**src/rtl/nibble_serial_adder_display_pkg.sv**
```systemverilog
// Shared definitions for nibble_serial_adder_display: segment patterns,
// FSM state encoding and the hex-to-seven-segment lookup.
package nibble_serial_adder_display_pkg;

    // Segment order is {g,f,e,d,c,b,a}; a 0 lights the segment.
    localparam logic [6:0] SEG_0     = 7'b1000000;
    localparam logic [6:0] SEG_1     = 7'b1111001;
    localparam logic [6:0] SEG_2     = 7'b0100100;
    localparam logic [6:0] SEG_3     = 7'b0110000;
    localparam logic [6:0] SEG_4     = 7'b0011001;
    localparam logic [6:0] SEG_5     = 7'b0010010;
    localparam logic [6:0] SEG_6     = 7'b0000010;
    localparam logic [6:0] SEG_7     = 7'b1111000;
    localparam logic [6:0] SEG_8     = 7'b0000000;
    localparam logic [6:0] SEG_9     = 7'b0010000;
    localparam logic [6:0] SEG_A     = 7'b0001000;
    localparam logic [6:0] SEG_B     = 7'b0000011;
    localparam logic [6:0] SEG_C     = 7'b1000110;
    localparam logic [6:0] SEG_D     = 7'b0100001;
    localparam logic [6:0] SEG_E     = 7'b0000110;
    localparam logic [6:0] SEG_F     = 7'b0001110;
    localparam logic [6:0] SEG_BLANK = 7'b1111111;

    typedef enum logic [1:0] {
        IDLE = 2'd0,
        ADD  = 2'd1,
        DONE = 2'd2
    } state_e;

    function automatic logic [6:0] hex_to_seg(input logic [3:0] nibble);
        logic [6:0] pattern;
        case (nibble)
            4'h0:    pattern = SEG_0;
            4'h1:    pattern = SEG_1;
            4'h2:    pattern = SEG_2;
            4'h3:    pattern = SEG_3;
            4'h4:    pattern = SEG_4;
            4'h5:    pattern = SEG_5;
            4'h6:    pattern = SEG_6;
            4'h7:    pattern = SEG_7;
            4'h8:    pattern = SEG_8;
            4'h9:    pattern = SEG_9;
            4'hA:    pattern = SEG_A;
            4'hB:    pattern = SEG_B;
            4'hC:    pattern = SEG_C;
            4'hD:    pattern = SEG_D;
            4'hE:    pattern = SEG_E;
            4'hF:    pattern = SEG_F;
            default: pattern = SEG_BLANK;
        endcase
        return pattern;
    endfunction

endpackage

```
**src/rtl/nibble_serial_adder_display_seg_mux_driver.sv**
```systemverilog
// Time-multiplexed active-low seven-segment scanner for a DIGITS-nibble value.
// Optional leading-zero blanking is enabled by defining NIBBLE_ADDER_LZ_BLANK_EN.
module seg_mux_driver
    import nibble_serial_adder_display_pkg::*;
#(
    parameter int DIGITS      = 4,
    parameter int REFRESH_DIV = 100000
) (
    input  logic                  clk,
    input  logic                  rst_n,
    input  logic [4*DIGITS-1:0]   value_i,
    output logic [6:0]            seg_o,
    output logic [DIGITS-1:0]     anode_o
);

    localparam int CW = (REFRESH_DIV > 1) ? $clog2(REFRESH_DIV) : 1;
    localparam int DW = (DIGITS > 1) ? $clog2(DIGITS) : 1;
    localparam logic [CW-1:0]     CNT_LAST = CW'(REFRESH_DIV - 1);
    localparam logic [DW-1:0]     DIG_LAST = DW'(DIGITS - 1);
    localparam logic [DIGITS-1:0] ONE_HOT0 = DIGITS'(1);

    logic [CW-1:0]       cnt_q, cnt_d;
    logic [DW-1:0]       digit_q, digit_d;
    logic [DIGITS-1:0]   anode_q, anode_d;
    logic [6:0]          seg_q, seg_d;
    logic [4*DIGITS-1:0] shifted_s;
    logic                blank_s;

    // Refresh counter and digit index; anode/seg are derived from the next
    // digit so that both registers change on the same edge as the index.
    always_comb begin
        cnt_d   = cnt_q + CW'(1);
        digit_d = digit_q;
        if (cnt_q == CNT_LAST) begin
            cnt_d = {CW{1'b0}};
            if (digit_q == DIG_LAST) begin
                digit_d = {DW{1'b0}};
            end else begin
                digit_d = digit_q + DW'(1);
            end
        end else begin
            digit_d = digit_q;
        end

        shifted_s = value_i >> {digit_d, 2'b00};
`ifdef NIBBLE_ADDER_LZ_BLANK_EN
        blank_s = (digit_d != {DW{1'b0}}) && (shifted_s == {(4*DIGITS){1'b0}});
`else
        blank_s = 1'b0;
`endif
        seg_d   = blank_s ? SEG_BLANK : hex_to_seg(shifted_s[3:0]);
        anode_d = ~(ONE_HOT0 << digit_d);
    end

    // Scan state and display output registers.
    always_ff @(posedge clk or negedge rst_n) begin
        if (!rst_n) begin
            cnt_q   <= {CW{1'b0}};
            digit_q <= {DW{1'b0}};
            anode_q <= ~ONE_HOT0;
            seg_q   <= SEG_0;
        end else begin
            cnt_q   <= cnt_d;
            digit_q <= digit_d;
            anode_q <= anode_d;
            seg_q   <= seg_d;
        end
    end

    assign seg_o   = seg_q;
    assign anode_o = anode_q;

endmodule

```
**src/rtl/nibble_serial_adder_display.sv**
```systemverilog
// Nibble-serial WIDTH-bit add/subtract unit with registered result and a
// multiplexed hex display. Build option: NIBBLE_ADDER_LZ_BLANK_EN (blanking).
module nibble_serial_adder_display
    import nibble_serial_adder_display_pkg::*;
#(
    parameter int WIDTH       = 16,
    parameter int REFRESH_DIV = 100000
) (
    input  logic               clk,
    input  logic               rst_n,
    input  logic               start,
    input  logic               sub,
    input  logic               cin,
    input  logic [WIDTH-1:0]   a,
    input  logic [WIDTH-1:0]   b,
    output logic               busy,
    output logic               valid,
    output logic [WIDTH-1:0]   sum,
    output logic               carry,
    output logic               overflow,
    output logic [6:0]         seg,
    output logic [WIDTH/4-1:0] anode
);

    localparam int DIGITS = WIDTH / 4;
    localparam int IDX_W  = $clog2(DIGITS + 1);
    localparam logic [IDX_W-1:0] IDX_FIN = IDX_W'(DIGITS);

    state_e           state_q, state_d;
    logic [IDX_W-1:0] idx_q, idx_d;
    logic [WIDTH-1:0] a_q, a_d, b_q, b_d, work_q, work_d, sum_q, sum_d;
    logic             c_q, c_d, cmsb_q, cmsb_d;
    logic             carry_q, carry_d, ovf_q, ovf_d, busy_q, busy_d, valid_q, valid_d;
    logic [4:0]       slice_s;
    logic             accept_s;

    assign slice_s  = {1'b0, a_q[3:0]} + {1'b0, b_q[3:0]} + {4'b0000, c_q};
    assign accept_s = start && ((state_q == IDLE) || (state_q == DONE));

    // FSM next state and nibble datapath. Operands shift right one nibble per
    // ADD cycle; results enter the work register from the top, so after
    // DIGITS cycles nibble 0 sits at the bottom. idx == DIGITS is the
    // completion cycle that publishes the result.
    always_comb begin
        state_d = state_q;
        idx_d   = idx_q;
        a_d     = a_q;
        b_d     = b_q;
        c_d     = c_q;
        cmsb_d  = cmsb_q;
        work_d  = work_q;
        sum_d   = sum_q;
        carry_d = carry_q;
        ovf_d   = ovf_q;
        busy_d  = busy_q;
        valid_d = valid_q;
        case (state_q)
            IDLE, DONE: begin
                if (accept_s) begin
                    state_d = ADD;
                    idx_d   = {IDX_W{1'b0}};
                    a_d     = a;
                    b_d     = sub ? ~b : b;
                    c_d     = sub ? 1'b1 : cin;
                    busy_d  = 1'b1;
                    valid_d = 1'b0;
                end else begin
                    state_d = state_q;
                end
            end
            ADD: begin
                if (idx_q == IDX_FIN) begin
                    state_d = DONE;
                    idx_d   = {IDX_W{1'b0}};
                    sum_d   = work_q;
                    carry_d = c_q;
                    ovf_d   = cmsb_q ^ c_q;
                    busy_d  = 1'b0;
                    valid_d = 1'b1;
                end else begin
                    a_d    = a_q >> 3'd4;
                    b_d    = b_q >> 3'd4;
                    c_d    = slice_s[4];
                    // Carry into bit 3 of this slice; the last nibble's value is the MSB carry-in.
                    cmsb_d = a_q[3] ^ b_q[3] ^ slice_s[3];
                    work_d = work_q >> 3'd4;
                    work_d[WIDTH-1 -: 4] = slice_s[3:0];
                    idx_d  = idx_q + IDX_W'(1);
                end
            end
            default: begin
                state_d = IDLE;
                busy_d  = 1'b0;
                valid_d = 1'b0;
            end
        endcase
    end

    // FSM and datapath registers.
    always_ff @(posedge clk or negedge rst_n) begin
        if (!rst_n) begin
            state_q <= IDLE;
            idx_q   <= {IDX_W{1'b0}};
            a_q     <= {WIDTH{1'b0}};
            b_q     <= {WIDTH{1'b0}};
            c_q     <= 1'b0;
            cmsb_q  <= 1'b0;
            work_q  <= {WIDTH{1'b0}};
            sum_q   <= {WIDTH{1'b0}};
            carry_q <= 1'b0;
            ovf_q   <= 1'b0;
            busy_q  <= 1'b0;
            valid_q <= 1'b0;
        end else begin
            state_q <= state_d;
            idx_q   <= idx_d;
            a_q     <= a_d;
            b_q     <= b_d;
            c_q     <= c_d;
            cmsb_q  <= cmsb_d;
            work_q  <= work_d;
            sum_q   <= sum_d;
            carry_q <= carry_d;
            ovf_q   <= ovf_d;
            busy_q  <= busy_d;
            valid_q <= valid_d;
        end
    end

    assign busy     = busy_q;
    assign valid    = valid_q;
    assign sum      = sum_q;
    assign carry    = carry_q;
    assign overflow = ovf_q;

    seg_mux_driver #(
        .DIGITS      (DIGITS),
        .REFRESH_DIV (REFRESH_DIV)
    ) u_seg_mux_driver (
        .clk     (clk),
        .rst_n   (rst_n),
        .value_i (sum_q),
        .seg_o   (seg),
        .anode_o (anode)
    );

endmodule

```
**config.mk**
```make
export PLATFORM = sky130hd
export DESIGN_NAME = nibble_serial_adder_display
export DESIGN_NICKNAME = d
export VERILOG_FILES = /design/src/rtl/nibble_serial_adder_display_pkg.sv /design/src/rtl/nibble_serial_adder_display_seg_mux_driver.sv /design/src/rtl/nibble_serial_adder_display.sv
export SDC_FILE = /design/constraint.sdc
export NUM_CORES = 1
export LEC_CHECK = 0
export BUFFER_PORTS_ARGS = -buffer_cell sky130_fd_sc_hd__buf_4
export CAP_MARGIN = 20
export CORE_UTILIZATION = 51
export CTS_BUF_LIST = sky130_fd_sc_hd__clkbuf_16
export DETAILED_ROUTE_END_ITERATION = 10
export GPL_TIMING_DRIVEN = 0
export HOLD_SLACK_MARGIN = 0.02
export PLACE_DENSITY_LB_ADDON = 0.1
export SLEW_MARGIN = 20
export SYNTH_ARGS = -nofsm -noshare
export SYNTH_HDL_FRONTEND = slang
export SYNTH_SLANG_ARGS = --single-unit
export TNS_END_PERCENT = 20
```
**constraint.sdc**
```tcl
create_clock -name clk -period 3.64 [get_ports clk]
set_input_delay 0.546 -clock clk [delete_from_list [all_inputs] [get_ports clk]]
set_output_delay 0.546 -clock clk [all_outputs]
set_load 0.05 [all_outputs]
```
==> results by group, run 1 <==
Placed design
  – DP HPWL: 6.73 mm
  – Pre-CTS worst setup slack: approximately 320 ps
  – Gpl congestion: between 0.7 and 0.8
  – IO buf count: 66

Critical path
  – CP Buf/Inv Count: 2
  – Worst path max stage delay: 540 ps
  – Worst EP arrival: 3550 ps
  – CP max-delay cell: mux2i_1
  – Crit path max-delay family: multiplexers
  – Origin of the worst setup path: u_seg_mux_driver.cnt_q[0]
  – Worst setup EP type: flip-flop
  – WP data required: 3910 ps
  – Critical Path Source Type: flip-flop
  – Crit-path max FO: 9
  – WS Path Type: reg -> reg
  – CP Cell Sequence: ha_1 -> and4_1 -> and4_4 -> mux2i_4 -> inv_1 -> mux2i_1 -> inv_1 -> ha_1 -> mux2_2 -> a22o_1
  – FF-to-FF Start: u_seg_mux_driver.cnt_q[0]

Timing
  – Slew headroom: 37.9%
  – TNS Setup: 0 ps
  – Max Fclk: 304 MHz
  – Final setup viols: 0
  – Final worst slack: ~350 ps
  – Tightest Pin Transition: 931 ps
  – Unrepaired setup endpoints after global routing: false
  – Min Tclk post-route: approximately 3300 ps
  – Max-slew violations: 0
  – Clk_skew: 11.5 ps
  – Final worst path period share: 90.3%
  – WHS: just over 300 ps
  – Hold Violations, Final: 0

Global route
  – First-pass GRT wire length: 16.4 mm
  – GRT overflow: 0
  – Global-route usage over all layers: roughly a fifth
  – Number of global-route vias before repair: about 3500
  – Initial antenna violation count: 0
  – Largest net degree at the start of global routing: 105

CTS
  – CTS Buf Count: 9
  – Clock slew at reported path FFs: 70 ps
  – Max clock buf depth: 2
  – Post-CTS sizing: 0
  – CTS Hold Bufs: 0
  – CTS root buf: clkbuf_16
  – Setup Buffers After CTS: 0
  – CTS Sinks: 104
  – Clock H-tree levels: 3
  – Clock Latency Late Sink: 340 ps
  – CTS tree: built

Yosys
  – Syn Std Cell Area: about 5100 um2
  – Syn_nets: 521
  – Avg Inst Size Synth: roughly 11 um2
  – Seq cells post-synth: 104
  – Dominant synthesized flop cell: dfrtp_1
  – Sequential element share of the synthesized area: 51.4%
  – Synth warnings: 0
  – Post-synth EDFFs: 0
  – Post-synth ARST share: 100%
  – Post-synthesis cell count: 469
  – Synth cell types: 46

Routing
  – Routed WL: 9.58 mm
  – Via count: approximately 3600
  – Initial DRC count: around 110
  – Pre-antenna DRT Iters: 7
  – ANT nets after route: 0
  – Avg Vias per Cell: around 5.2
  – Routed WL per cell: 14.0 um
  – # DRC: 1

Layout
  – Finished Core Util: 62.4%
  – Area growth, synth to finish: 19.3%
  – Commonest non-fill, non-tap cell in the layout: dfrtp_1
  – Ant diodes: 0
  – Ratio of cells with drive above 1 in the final layout: between 20% and 30%
  – NumNets Final: 598
  – Commonest cells after routing, fill and taps aside: dfrtp_1 (100), buf_4 (65), nand2_1 (63)
  – Fillers: 831

Run status
  – Status: finished with violations
  – Failing checks: design-rule violations

Power and ir drop
  – Worst vdd ir: 0.307 mV
  – Pwr dens: 849 nW/um2
  – Static Leak: 2.83 nW
  – Final Power: just over 0.005 W

Floorplanning
  – I/O pin count: 68
  – Die X: 102 um
  – Die height: 102 um
  – Initial Utilization: ~52%
  – Area of the core: 9680 um2
  – Row count: 36
  – Die area: 10300 um2

Hold path
  – Hold crit path type: in -> async

Flow run
  – Max-cap viol count: 0
==> final timing paths <==
path	slack [ps]	cells past startpoint	end
max in group asynchronous	2700	1	b_q[2]
max reg2reg	350	10	u_seg_mux_driver.seg_o[6]
min reg2reg	480	2	b_q[9]
min in group clk	390	3	a_q[12]
min	310	1	u_seg_mux_driver.cnt_q[16]
max	350	10	u_seg_mux_driver.seg_o[6]
==> layout make-up <==
| type | count | area (um2) | share of cell area (%) |
|---|---|---|---|
| Inverter | 17 | 63.8 | 1.06 |
| Clock buffer | 9 | 225 | 3.73 |
| Clock inverter | 7 | 86.3 | 1.43 |
| Sequential cell | 104 | 2610 | 43.1 |
| Timing Repair Buffer | 66 | 499 | 8.26 |
| Buffer | 23 | 111 | 1.84 |
| Multi-Input combinational cell | 325 | 2290 | 37.8 |
| Tap cell | 133 | 166 | 2.75 |
==> power breakdown <==
group | total, W | switching (W) | internal [W]
logic | 0.00227 | 0.00138 | 0.000892
registers | 0.00185 | 0.000269 | 0.00158
clock network | 0.00101 | 0.000418 | 0.000597
==> Yosys cell counts, types with 2 or more instances <==
cell | count | share of area, %
buf_6 | 3 | 0.67
nor4b_4 | 2 | 0.94
buf_1 | 4 | 0.30
clkbuf_1 | 14 | 1.0
nand4_1 | 3 | 0.37
nand2b_1 | 4 | 0.49
ha_1 | 13 | 3.2
o21ai_0 | 43 | 4.2
xor2_1 | 9 | 1.6
and2_1 | 2 | 0.25
fa_1 | 2 | 0.79
a22oi_1 | 4 | 0.59
dfrtp_1 | 100 | 49
nor2_1 | 28 | 2.1
nor2b_1 | 3 | 0.37
mux2i_1 | 25 | 4.9
a21oi_1 | 17 | 1.7
a22oi_2 | 2 | 0.49
or3_1 | 3 | 0.37
nand3b_1 | 2 | 0.30
dfstp_2 | 4 | 2.1
inv_1 | 17 | 1.3
o31ai_1 | 6 | 0.89
nor3b_1 | 3 | 0.44
mux2_2 | 31 | 6.9
buf_2 | 2 | 0.20
nand3_1 | 12 | 1.2
a22o_1 | 2 | 0.35
a31oi_1 | 6 | 0.74
nand2_1 | 63 | 4.7
xnor2_1 | 24 | 4.1
a21o_1 | 2 | 0.30
==> layer usage <==
metal  track usage, %  up-vias  wire length [um]
met1             25.7     1701              4340
li1                 -     1760                 -
met3             5.73       11               463
met4             5.80        0               125
met5                0        -                 0
met2             34.9       98              4650
==> sequential cells by signal, summed over array words and instances (netlist names), 3 cells and up <==
name and flops:
b_q 16, a_q 16, u_seg_mux_driver.seg_o 7, work_q 16, sum 16, u_seg_mux_driver.cnt_q 17, idx_q 3, u_seg_mux_driver.anode_o 4
==> cell families (layout without fill, tap and decap cells) <==
family	count (synthesis)	count (layout)	share of synthesized area, %
and+or+nand+nor	131	131	12.6
DFF	104	104	51.4
AOI/OAI and AO/OA	88	88	10.2
muxes	58	58	12.5
buffers and inverters	40	122	3.46
xor gates and xnor gates	33	33	5.70
adders and majority gates	15	15	4.00
==> per-stage QoR <==
stage / cell area [um2] / instances
3_5_place_dp: 5730 / 668
2_1_floorplan: 5070 / 469
6_report: 6050 / 684
5_1_grt: 6050 / 684
4_1_cts: 6050 / 684
3_3_place_gp: 5730 / 668
No activity file was read; power rests on OpenSTA's default activity.
==> inputs of run 2 (changes only) <==
--- a/config.mk
+++ b/config.mk
@@ -8,7 +8,6 @@
 export BUFFER_PORTS_ARGS = -buffer_cell sky130_fd_sc_hd__buf_4
 export CAP_MARGIN = 20
 export CORE_UTILIZATION = 51
-export CTS_BUF_LIST = sky130_fd_sc_hd__clkbuf_16
 export DETAILED_ROUTE_END_ITERATION = 10
 export GPL_TIMING_DRIVEN = 0
 export HOLD_SLACK_MARGIN = 0.02
==> run 2 against run 1 <==
  * Count of clock-buffer cells in the layout is 1 higher
  * Cell count stayed put
  * Largest power group unchanged
  * Final area is 1.5% lower
  * Largest cell class unchanged
  * Setup slack worse by 1.3 ps
  * Combinational power hardly changed
  * Power is 4.8% lower
  * The flow still finishes with violations (design-rule violations)
  * Sequential share of layout area is 0.66 points higher
  * Clock skew is 0.80 ps lower
  * Worst hold slack worse by 29 ps
  * Core utilization is 0.94 points lower
  * Via count hardly changed
==> results by group, run 2 (synthesis results as in run 1) <==
Floorplanning
  – Area of the core: 9680 um2 (unchanged)
  – Die area: 10300 um2 (unchanged)
  – Row count: 36 (unchanged)
  – Die X: 102 um (unchanged)
  – Initial Utilization: 52.3% (unchanged)
  – Die height: 102 um (unchanged)
  – I/O pin count: 68 (unchanged)

Routing
  – # DRC: 1 (unchanged)
  – Pre-antenna DRT Iters: 7 (unchanged)
  – Routed WL: 9.36 mm (was 9.58 mm)
  – Initial DRC count: 101 (was 109)
  – ANT nets after route: 0 (unchanged)
  – Routed WL per cell: 13.7 um (was 14.0 um)
  – Via count: 3573 (was 3570)
  – Avg Vias per Cell: 5.22 (about the same)

Layout
  – Ratio of cells with drive above 1 in the final layout: 24.0% (was 23.8%)
  – Area growth, synth to finish: 17.5% (was 19.3%)
  – NumNets Final: 598 (unchanged)
  – Max reg flops: 17 (unchanged)
  – Ant diodes: 0 (unchanged)
  – Top reg by flops: u_seg_mux_driver.cnt_q (unchanged)
  – Commonest cells after routing, fill and taps aside: dfrtp_1 (100), buf_4 (65), nand2_1 (63) (unchanged)
  – Finished Core Util: 61.5% (was 62.4%)
  – Commonest non-fill, non-tap cell in the layout: dfrtp_1 (unchanged)

Power and ir drop
  – Static Leak: 2.79 nW (was 2.83 nW)
  – Switching power: 0.00202 W (was 0.00207 W)
  – P_int: 0.00287 W (was 0.00306 W)
  – Comb power frac: 46.1% (was 44.3%)
  – Pwr dens: 820 nW/um2 (was 849 nW/um2)
  – Clock share of power: 16.2% (was 19.8%)
  – Worst vdd ir: 0.308 mV (was 0.307 mV)
  – Switching Fraction: 41.3% (was 40.3%)
  – Sequential Power Share: 37.7% (was 36.0%)

Timing
  – Hold Violations, Final: 0 (unchanged)
  – Final setup viols: 0 (unchanged)
  – Unrepaired setup endpoints after global routing: false (unchanged)
  – Max-slew violations: 0 (unchanged)
  – Min Tclk post-route: 3290 ps (about the same)
  – TNS Setup: 0 ps (unchanged)
  – Clk_skew: 10.7 ps (was 11.5 ps)
  – Max Fclk: 304 MHz (about the same)
  – Final worst path period share: 90.3% (about the same)
  – Tightest Pin Transition: 918 ps (was 931 ps)
  – Slew headroom: 38.8% (was 37.9%)

Global route
  – Global-route usage over all layers: 20.1% (was 20.6%)
  – Number of global-route vias before repair: 3486 (was 3479)
  – GRT overflow: 0 (unchanged)
  – Initial antenna violation count: 0 (unchanged)
  – First-pass GRT wire length: 16.2 mm (was 16.4 mm)
  – Largest net degree at the start of global routing: 105 (unchanged)

CTS
  – CTS Hold Bufs: 0 (unchanged)
  – Clock slew at reported path FFs: 100 ps (was 70 ps)
  – Post-CTS sizing: 0 (unchanged)
  – CTS tree: built (unchanged)
  – CTS root buf: clkbuf_8 (was clkbuf_16)
  – Max clock buf depth: 2 (unchanged)
  – CTS Sinks: 104 (unchanged)
  – CTS Buf Count: 9 (unchanged)
  – Setup Buffers After CTS: 0 (unchanged)
  – Clock Latency Late Sink: 360 ps (was 340 ps)
  – Clock H-tree levels: 3 (unchanged)

Critical path
  – WS Path Type: reg -> reg (unchanged)
  – FF-to-FF Start: u_seg_mux_driver.cnt_q[0] (unchanged)
  – Crit-path max FO: 9 (unchanged)
  – Origin of the worst setup path: u_seg_mux_driver.cnt_q[0] (unchanged)
  – WP data required: 3930 ps (was 3910 ps)
  – Worst setup EP type: flip-flop (unchanged)
  – Worst EP arrival: 3580 ps (was 3550 ps)
  – Critical Path Source Type: flip-flop (unchanged)

Placed design
  – Gpl congestion: 0.789 (unchanged)
  – DP HPWL: 6.73 mm (unchanged)
  – IO buf count: 66 (unchanged)

Run status
  – Status: finished with violations (unchanged)
  – Failing checks: design-rule violations (unchanged)

Hold path
  – Hold crit path type: in -> async (unchanged)

Flow run
  – Max-cap viol count: 0 (unchanged)
[run 2: path summary, 6_finish.rpt]
path                                              end  slack [ps]  depth (start not counted)
setup / recovery            u_seg_mux_driver.seg_o[6]         350                         10
hold / removal             u_seg_mux_driver.cnt_q[16]         280                          1
setup reg to reg            u_seg_mux_driver.seg_o[6]         350                         10
hold reg to reg                                b_q[9]         490                          2
max in group asynchronous                      b_q[2]        2730                          1
min in group clk                              a_q[12]         370                          3
[run 2: layer usage]
layer	GRT usage, %	wire length, um	vias to the layer above
met2	34.5	4660	90
met1	25.8	4150	1713
met5	0	0	-
met3	3.80	438	11
li1	-	-	1759
met4	6.24	111	0
[run 2: through the flow]
| stage | power (W) | hold slack (ps) | cell area, um2 | instances | worst slack, ps |
|---|---|---|---|---|---|
| 5_1_grt | 0.00526 | 368 | 5950 | 684 | 76.2 |
| 4_1_cts | 0.00494 | 333 | 5950 | 684 | 304 |
| 3_3_place_gp | 0.00409 | 460 | 5730 | 668 | 349 |
| 6_report | 0.00488 | 278 | 5950 | 684 | 353 |
| 2_1_floorplan | 0.00352 | 250 | 5070 | 469 | 835 |
| 3_5_place_dp | 0.00415 | 470 | 5730 | 668 | 320 |
[run 2: layout make-up]
class                           instances  area [um2]
Clock buffer                           10         138
Buffer                                 23         111
Inverter                               17        63.8
Multi-Input combinational cell        325        2290
Timing Repair Buffer                   66         499
Fill cell                             845        3730
Clock inverter                          6        82.6
Tap cell                              133         166
Sequential cell                       104        2610
[run 2: worst max-delay path, stage by stage, from the launching register on]
cell	delay, ps
dfrtp_1	410
ha_1	220
and4_1	300
and4_4	290
mux2i_4	420
inv_1	160
mux2i_1	540
inv_1	170
ha_1	260
mux2_2	280
a22o_1	180
[run 2: power by group through the flow]
stage	Clock, W	Sequential (W)	Combinational [W]
detailed placement	0	0.00187	0.00228
floorplan	0	0.00224	0.00127
finish	0.000789	0.00184	0.00225
global route	0.000855	0.00190	0.00251
CTS	0.000816	0.00185	0.00228
global placement	0	0.00186	0.00224
